==> src/rtl/snn_ctrl_pkg.sv <==
// Shared types and defaults for the SNN frame controller: FSM state encoding,
// export index width, default frame lengths and a saturating increment helper.
package snn_ctrl_pkg;

  typedef enum logic [2:0] {
    S_IDLE, S_INIT, S_FP, S_BP, S_EXP_SET, S_EXP_HI, S_EXP_LO, S_EXP_OUT
  } state_t;

  localparam int IDX_W        = 16;
  localparam int DEF_FP_LEN   = 256;
  localparam int DEF_BP_LEN   = 256;
  localparam int DEF_INIT_LEN = 16;
  localparam int DEF_N_NODES  = 38;

  // A run of zero iterations makes no sense; treat it as one.
  function automatic logic [15:0] eff_frames(input logic [15:0] n);
    return (n == 16'd0) ? 16'd1 : n;
  endfunction

  function automatic logic [31:0] sat_inc(input logic [31:0] v);
    return (v == 32'hFFFF_FFFF) ? v : v + 32'd1;
  endfunction

endpackage

==> src/rtl/snn_frame_timer.sv <==
// Loadable down-counter; pre fires one count before the end, last on the final count.
module snn_frame_timer #(
  parameter int W = 16
) (
  input  logic         clk,
  input  logic         rst_n,
  input  logic         load,
  input  logic         en,
  input  logic [W-1:0] ld_val,
  output logic         pre,
  output logic         last
);

  logic [W-1:0] cnt;

  always_ff @(posedge clk or negedge rst_n) begin
    if (!rst_n)                cnt <= '0;
    else if (load)             cnt <= ld_val;
    else if (en && cnt != '0)  cnt <= cnt - W'(1);
  end

  assign pre  = (cnt == W'(1));
  assign last = (cnt == '0);

endmodule

==> src/rtl/snn_frame_sequencer.sv <==
// Frame-level sequencer for the fully connected SNN: INIT, FP/BP frame pulses and
// node-output export sweep. Define SNN_FRAME_STATS_EN to add fp/bp/stall counters.
module snn_frame_sequencer
  import snn_ctrl_pkg::*;
#(
  parameter int FP_LEN   = DEF_FP_LEN,
  parameter int BP_LEN   = DEF_BP_LEN,
  parameter int INIT_LEN = DEF_INIT_LEN,
  parameter int N_NODES  = DEF_N_NODES,
  parameter int CNT_W    = 16
) (
  input  logic        CLK,
  input  logic        RESET_N,
  input  logic        start,
  input  logic [15:0] n_frames,
  input  logic        train,
  input  logic        dump_en,
  input  logic        abort,
  output logic        INIT,
  output logic        FP_FRAME,
  output logic        pre_FP_FRAME,
  output logic        BP_FRAME,
  output logic        pre_BP_FRAME,
  output logic        NodeOutputExp_clk,
  output logic [15:0] NodeOutputExp_index,
  input  logic [15:0] NodeOutputExp_data,
  output logic [15:0] dout,
  output logic [15:0] dout_idx,
  output logic        dout_valid,
  input  logic        dout_ready,
  output logic        busy,
  output logic        done
`ifdef SNN_FRAME_STATS_EN
  ,
  output logic [31:0] fp_count,
  output logic [31:0] bp_count,
  output logic [31:0] stall_cycles
`endif
);

  localparam logic [CNT_W-1:0] FP_LD    = CNT_W'(FP_LEN - 1);
  localparam logic [CNT_W-1:0] BP_LD    = CNT_W'(BP_LEN - 1);
  localparam logic [CNT_W-1:0] INIT_LD  = CNT_W'(INIT_LEN - 1);
  localparam logic [IDX_W-1:0] LAST_IDX = IDX_W'(N_NODES - 1);

  state_t           state, nxt;
  logic             tload, ten, tpre, tlast;
  logic [CNT_W-1:0] tld;
  logic             eoi, last_iter, start_acc;
  logic [15:0]      n_q, iter_q;
  logic             train_q, dump_q;
  logic [IDX_W-1:0] idx_q;

  assign start_acc = (state == S_IDLE) && start && !abort;
  assign last_iter = (iter_q + 16'd1) == n_q;

  // One timer serves INIT and both frame kinds; reload on entry and on back-to-back frames.
  assign ten   = state inside {S_INIT, S_FP, S_BP};
  assign tload = start_acc || ((nxt == S_FP || nxt == S_BP) && (nxt != state || tlast));
  assign tld   = (nxt == S_INIT) ? INIT_LD : (nxt == S_BP) ? BP_LD : FP_LD;

  snn_frame_timer #(.W(CNT_W)) u_timer (
    .clk    (CLK),
    .rst_n  (RESET_N),
    .load   (tload),
    .en     (ten),
    .ld_val (tld),
    .pre    (tpre),
    .last   (tlast)
  );

  always_ff @(posedge CLK or negedge RESET_N) begin
    if (!RESET_N) state <= S_IDLE;
    else          state <= nxt;
  end

  always_comb begin
    nxt = state;
    eoi = 1'b0;
    if (abort) nxt = S_IDLE;
    else begin
      case (state)
        S_IDLE:    if (start) nxt = S_INIT;
        S_INIT:    if (tlast) nxt = S_FP;
        S_FP: if (tlast) begin
          if (train_q)     nxt = S_BP;
          else if (dump_q) nxt = S_EXP_SET;
          else             eoi = 1'b1;
        end
        S_BP: if (tlast) begin
          if (dump_q) nxt = S_EXP_SET;
          else        eoi = 1'b1;
        end
        S_EXP_SET: nxt = S_EXP_HI;
        S_EXP_HI:  nxt = S_EXP_LO;
        S_EXP_LO:  nxt = S_EXP_OUT;
        S_EXP_OUT: if (dout_ready) begin
          if (idx_q == LAST_IDX) eoi = 1'b1;
          else                   nxt = S_EXP_SET;
        end
        default:   nxt = S_IDLE;
      endcase
      if (eoi) nxt = last_iter ? S_IDLE : S_FP;
    end
  end

  always_comb begin
    INIT         = (state == S_INIT);
    pre_FP_FRAME = (state == S_FP) && tpre;
    FP_FRAME     = (state == S_FP) && tlast;
    pre_BP_FRAME = (state == S_BP) && tpre;
    BP_FRAME     = (state == S_BP) && tlast;
    dout_valid   = (state == S_EXP_OUT);
    busy         = (state != S_IDLE);
  end

  always_ff @(posedge CLK or negedge RESET_N) begin
    if (!RESET_N) begin
      n_q               <= '0;
      iter_q            <= '0;
      train_q           <= 1'b0;
      dump_q            <= 1'b0;
      idx_q             <= '0;
      dout              <= '0;
      dout_idx          <= '0;
      NodeOutputExp_clk <= 1'b0;
      done              <= 1'b0;
    end else begin
      done              <= eoi && last_iter;
      NodeOutputExp_clk <= (nxt == S_EXP_HI);
      if (start_acc) begin
        n_q     <= eff_frames(n_frames);
        train_q <= train;
        dump_q  <= dump_en;
        iter_q  <= '0;
      end
      if (eoi) iter_q <= iter_q + 16'd1;
      if (nxt == S_EXP_SET) idx_q <= (state == S_EXP_OUT) ? idx_q + IDX_W'(1) : '0;
      // Data is sampled after the strobe has fallen, while the index is still held.
      if (state == S_EXP_LO) begin
        dout     <= NodeOutputExp_data;
        dout_idx <= idx_q;
      end
      if (nxt == S_IDLE) begin
        idx_q    <= '0;
        dout     <= '0;
        dout_idx <= '0;
      end
    end
  end

  assign NodeOutputExp_index = idx_q;

`ifdef SNN_FRAME_STATS_EN
  always_ff @(posedge CLK or negedge RESET_N) begin
    if (!RESET_N) begin
      fp_count     <= '0;
      bp_count     <= '0;
      stall_cycles <= '0;
    end else if (start_acc) begin
      fp_count     <= '0;
      bp_count     <= '0;
      stall_cycles <= '0;
    end else begin
      if (FP_FRAME)                  fp_count     <= sat_inc(fp_count);
      if (BP_FRAME)                  bp_count     <= sat_inc(bp_count);
      if (dout_valid && !dout_ready) stall_cycles <= sat_inc(stall_cycles);
    end
  end
`endif

endmodule

==> config.mk <==
export PLATFORM = sky130hd
export DESIGN_NAME = snn_frame_sequencer
export DESIGN_NICKNAME = d
export VERILOG_FILES = /design/src/rtl/snn_ctrl_pkg.sv /design/src/rtl/snn_frame_timer.sv /design/src/rtl/snn_frame_sequencer.sv
export SDC_FILE = /design/constraint.sdc
export NUM_CORES = 1
export LEC_CHECK = 0
export BUFFER_PORTS_ARGS = -buffer_cell sky130_fd_sc_hd__buf_2
export CORE_MARGIN = 5
export CORE_UTILIZATION = 55
export DETAILED_ROUTE_END_ITERATION = 8
export GPL_TIMING_DRIVEN = 0
export PLACE_DENSITY = 0.83
export REMOVE_ABC_BUFFERS = 1
export SYNTH_ARGS = -nofsm -noshare
export SYNTH_HDL_FRONTEND = slang
export SYNTH_SLANG_ARGS = --single-unit
==> constraint.sdc <==
create_clock -name CLK -period 5.5 [get_ports CLK]
set_input_delay 0.275 -clock CLK [delete_from_list [all_inputs] [get_ports CLK]]
set_output_delay 0.275 -clock CLK [all_outputs]
set_load 0.1 [all_outputs]
==> metrics <==
clk slew on worst S/H paths ~100 ps; worst stage delay on the critical path 1030 ps; slew margin rel. 15.6%; root buf cell clkbuf_8; Core Region 10300 um^2; Worst IR Drop VDD approximately 0.13 mV; Initial Utilization between 50 and 60%; n_diodes 0; routed vias slightly above 5000; Worst EP arrival 4340 ps; vias per inst 6.08; R2R Setup Slk 1430 ps; Die W between 100 and 150 um; initial drt markers 348; status finished clean; final wirelength 14.2 mm; Nets around 740; Layout area overhead 12.3%; Die Height 113 um; crit path max fanout 35; R2R Path End u_timer.cnt[15]$_DFFE_PN0P_; Resize count post-CTS 0; Port Buffers 95; Routed WL per cell approximately 17 um; clk_skew 13.2 ps; startpoint types flip-flop; Rows 37; clock tree sinks about 100; ys async rst share 100%; RSZ-0062 raised after global routing no; number of synthesized register bits 103; WHS Path Cells 3; Cell Chain, Critical Path inv_1 -> ha_1 -> nor4b_2 -> nand4_1 -> o32ai_2 -> or3_1 -> a21boi_1 -> nand3_1 -> and3_1; Post-synth EDFFs 0; synthesized cell area 5820 um^2; first-pass GRT wire length 24.0 mm; Final Wtd Congestion approximately 0.95; HP Start dump_en; post-synth top area share ~44%; vias in the first global route around 5000; Yosys Warn Count 0; worst path required time 5770 ps; IO Count 96; 1st-pass router iterations 5; Setup crit end kind flip-flop; CP Buf/Inv Count 1; pwr/cell area 227 nW/um^2; most common cell after layout, fill and taps aside dfrtp_1; path type of the worst min-delay path in2reg; post-synthesis cell type count ~70; r2r startpoint u_timer.cnt[1]$_DFFE_PN0P_; WS Path Type reg2reg; post-synth top area cell dfrtp_1; critical path's slowest cell or3_1; post-CTS setup buffer count 0; WHS Endpoint dump_q$_DFFE_PN0P_; post-layout util roughly 63%; sequential share of the synthesized area approximately 44%; CTS tree yes; Clock Latency Late Sink approximately 370 ps; Slew @ Worst Pin 1270 ps; maxcap violations 0; clock tree buffer depth 2; post-route ant nets 0; initial antenna violation count 0; TritonCTS Buffers 9; setup_tns 0 ps; share of layout cells above drive strength 1 between 10% and 20%; final hold violations 0; die area about 13000 um^2; leak pwr roughly 3.3 nW; H-tree depth 3; Tmin final ~4100 ps; ys flop type dfrtp_1; Residual DRC 0; Setup-failing EPs final 0; Pwr Total 1.49 mW; syn_area_per_cell 9.30 um^2; commonest cells after routing, fill and taps aside 103 x dfrtp_1, 94 x buf_2, 77 x nand2_1; largest net degree at the start of global routing 60; worst reg2reg path depth 9; top post-synthesis cells by area dfrtp_1 44%, nand2_1 5.0%, mux2i_1 4.8%; DP Wirelength 9.97 mm; Max Slew Vio Count 0; Mapped Cells 626; Period Utilization, post-route 74.0%; Fmax 246 MHz; Top Family by Delay on Critical Path simple AND/OR/NAND/NOR gates; GRT Resource Usage Total 22.5%; global route overflow 0
==> worst register-to-register path: cells and delay by family, from the launching register on <==
family / cells / cell delay [ps]
fa+ha+maj: 1 / 200
compound gates: 2 / 810
flops: 1 / 410
simple gates: 5 / 2450
buf+inv: 1 / 110
==> flip-flops by register name (all words and copies together), names as in the netlist <==
| signal | flops |
|---|---|
| n_q | 16 |
| dout | 16 |
| state | 3 |
| dump_q | 1 |
| done | 1 |
| iter_q | 16 |
| dout_idx | 16 |
| NodeOutputExp_clk | 1 |
| NodeOutputExp_index | 16 |
| train_q | 1 |
| u_timer.cnt | 16 |
==> report_power, final <==
group	internal (mW)	switching (mW)	leakage, nW
combinational	0.0756	0.115	1.84
sequential	0.790	0.0406	1.39
clock	0.175	0.290	0.0949
==> routing by layer <==
metal / global-route usage [%] / share of wire [%] / vias to the layer above
met4: 7.53 / 2.4 / 0
met2: 36.8 / 48 / 193
li1: - / - / 2373
met3: 4.22 / 6.3 / 34
met5: 0 / 0 / -
met1: 30.2 / 43 / 2454
==> logic make-up (layout without fill, tap and decap cells) <==
group,Yosys count,count (layout),share of synthesized area [%]
multiplexers,29,29,5.01
adder cells (fa/ha/maj),6,6,1.29
AO/OA/AOI/OAI,129,129,13.8
XOR/XNOR,37,37,5.80
buffers and inverters,62,131,4.64
flip-flops,103,103,44.3
AND/OR/NAND/NOR,260,260,25.2
==> final cells by class <==
cell class | count | area (um^2)
fillers | 824 | 3790
clock inverters | 7 | 66.3
inverters | 16 | 60.1
clock buffers | 9 | 124
flip-flops and latches | 103 | 2580
multi-input cells | 461 | 2990
repair buffers | 99 | 547
well taps | 136 | 170
==> how the worst max path moves through the flow <==
stage | depth (start not counted) | endpoint | start | slack [ps]
after floorplan | 9 | NodeOutputExp_index[10]$_DFFE_PN0P_ | NodeOutputExp_index[1]$_DFFE_PN0P_ | 1750
after global placement | 8 | NodeOutputExp_index[10]$_DFFE_PN0P_ | u_timer.cnt[0]$_DFFE_PN0P_ | 1250
after detailed placement | 9 | u_timer.cnt[15]$_DFFE_PN0P_ | u_timer.cnt[0]$_DFFE_PN0P_ | 1540
after CTS | 9 | u_timer.cnt[15]$_DFFE_PN0P_ | u_timer.cnt[1]$_DFFE_PN0P_ | 1490
after global routing | 9 | u_timer.cnt[12]$_DFFE_PN0P_ | u_timer.cnt[1]$_DFFE_PN0P_ | 1090
final | 9 | u_timer.cnt[15]$_DFFE_PN0P_ | u_timer.cnt[1]$_DFFE_PN0P_ | 1430
==> synth_stat cells, types with 3 or more instances <==
cell      instances
nor4_1           13
a211o_1           6
clkbuf_1         29
and4_1            4
o21ai_0           8
and3_1           22
inv_1            15
nor4b_1           3
nor4_4            3
o21ai_1          28
o31ai_1           5
nor3_1           14
a31oi_1           7
nor2_1           35
and2_1            7
xnor2_1          18
mux2i_1          28
nand2_1          78
or3_1             7
o21a_1            3
a211oi_1          3
a21oi_1          47
nor3b_1           4
dfrtp_1         103
nor4_2            3
or4_1             5
buf_2            11
nand4_1          10
nand3_1          23
nand2b_1          8
xor2_1           18
nor2b_1           4
ha_1              6
==> stage by stage <==
stage	cells	hold slack (ps)	setup slack, ps	area, um^2
floorplan	580	-20.6	1750	5610
global route	831	104	1090	6540
global placement	811	478	1250	6260
detailed placement	814	329	1540	6340
CTS	831	91.8	1490	6540
finish	831	93.7	1430	6540
==> timing repair <==
item / 4_1_cts / 5_1_grt
hold buffers: 1 / 0
setup endpoints to repair: 0 / 0
hold endpoints to repair: 44 / 0
Note: power is estimated with default switching activity, not from simulation.
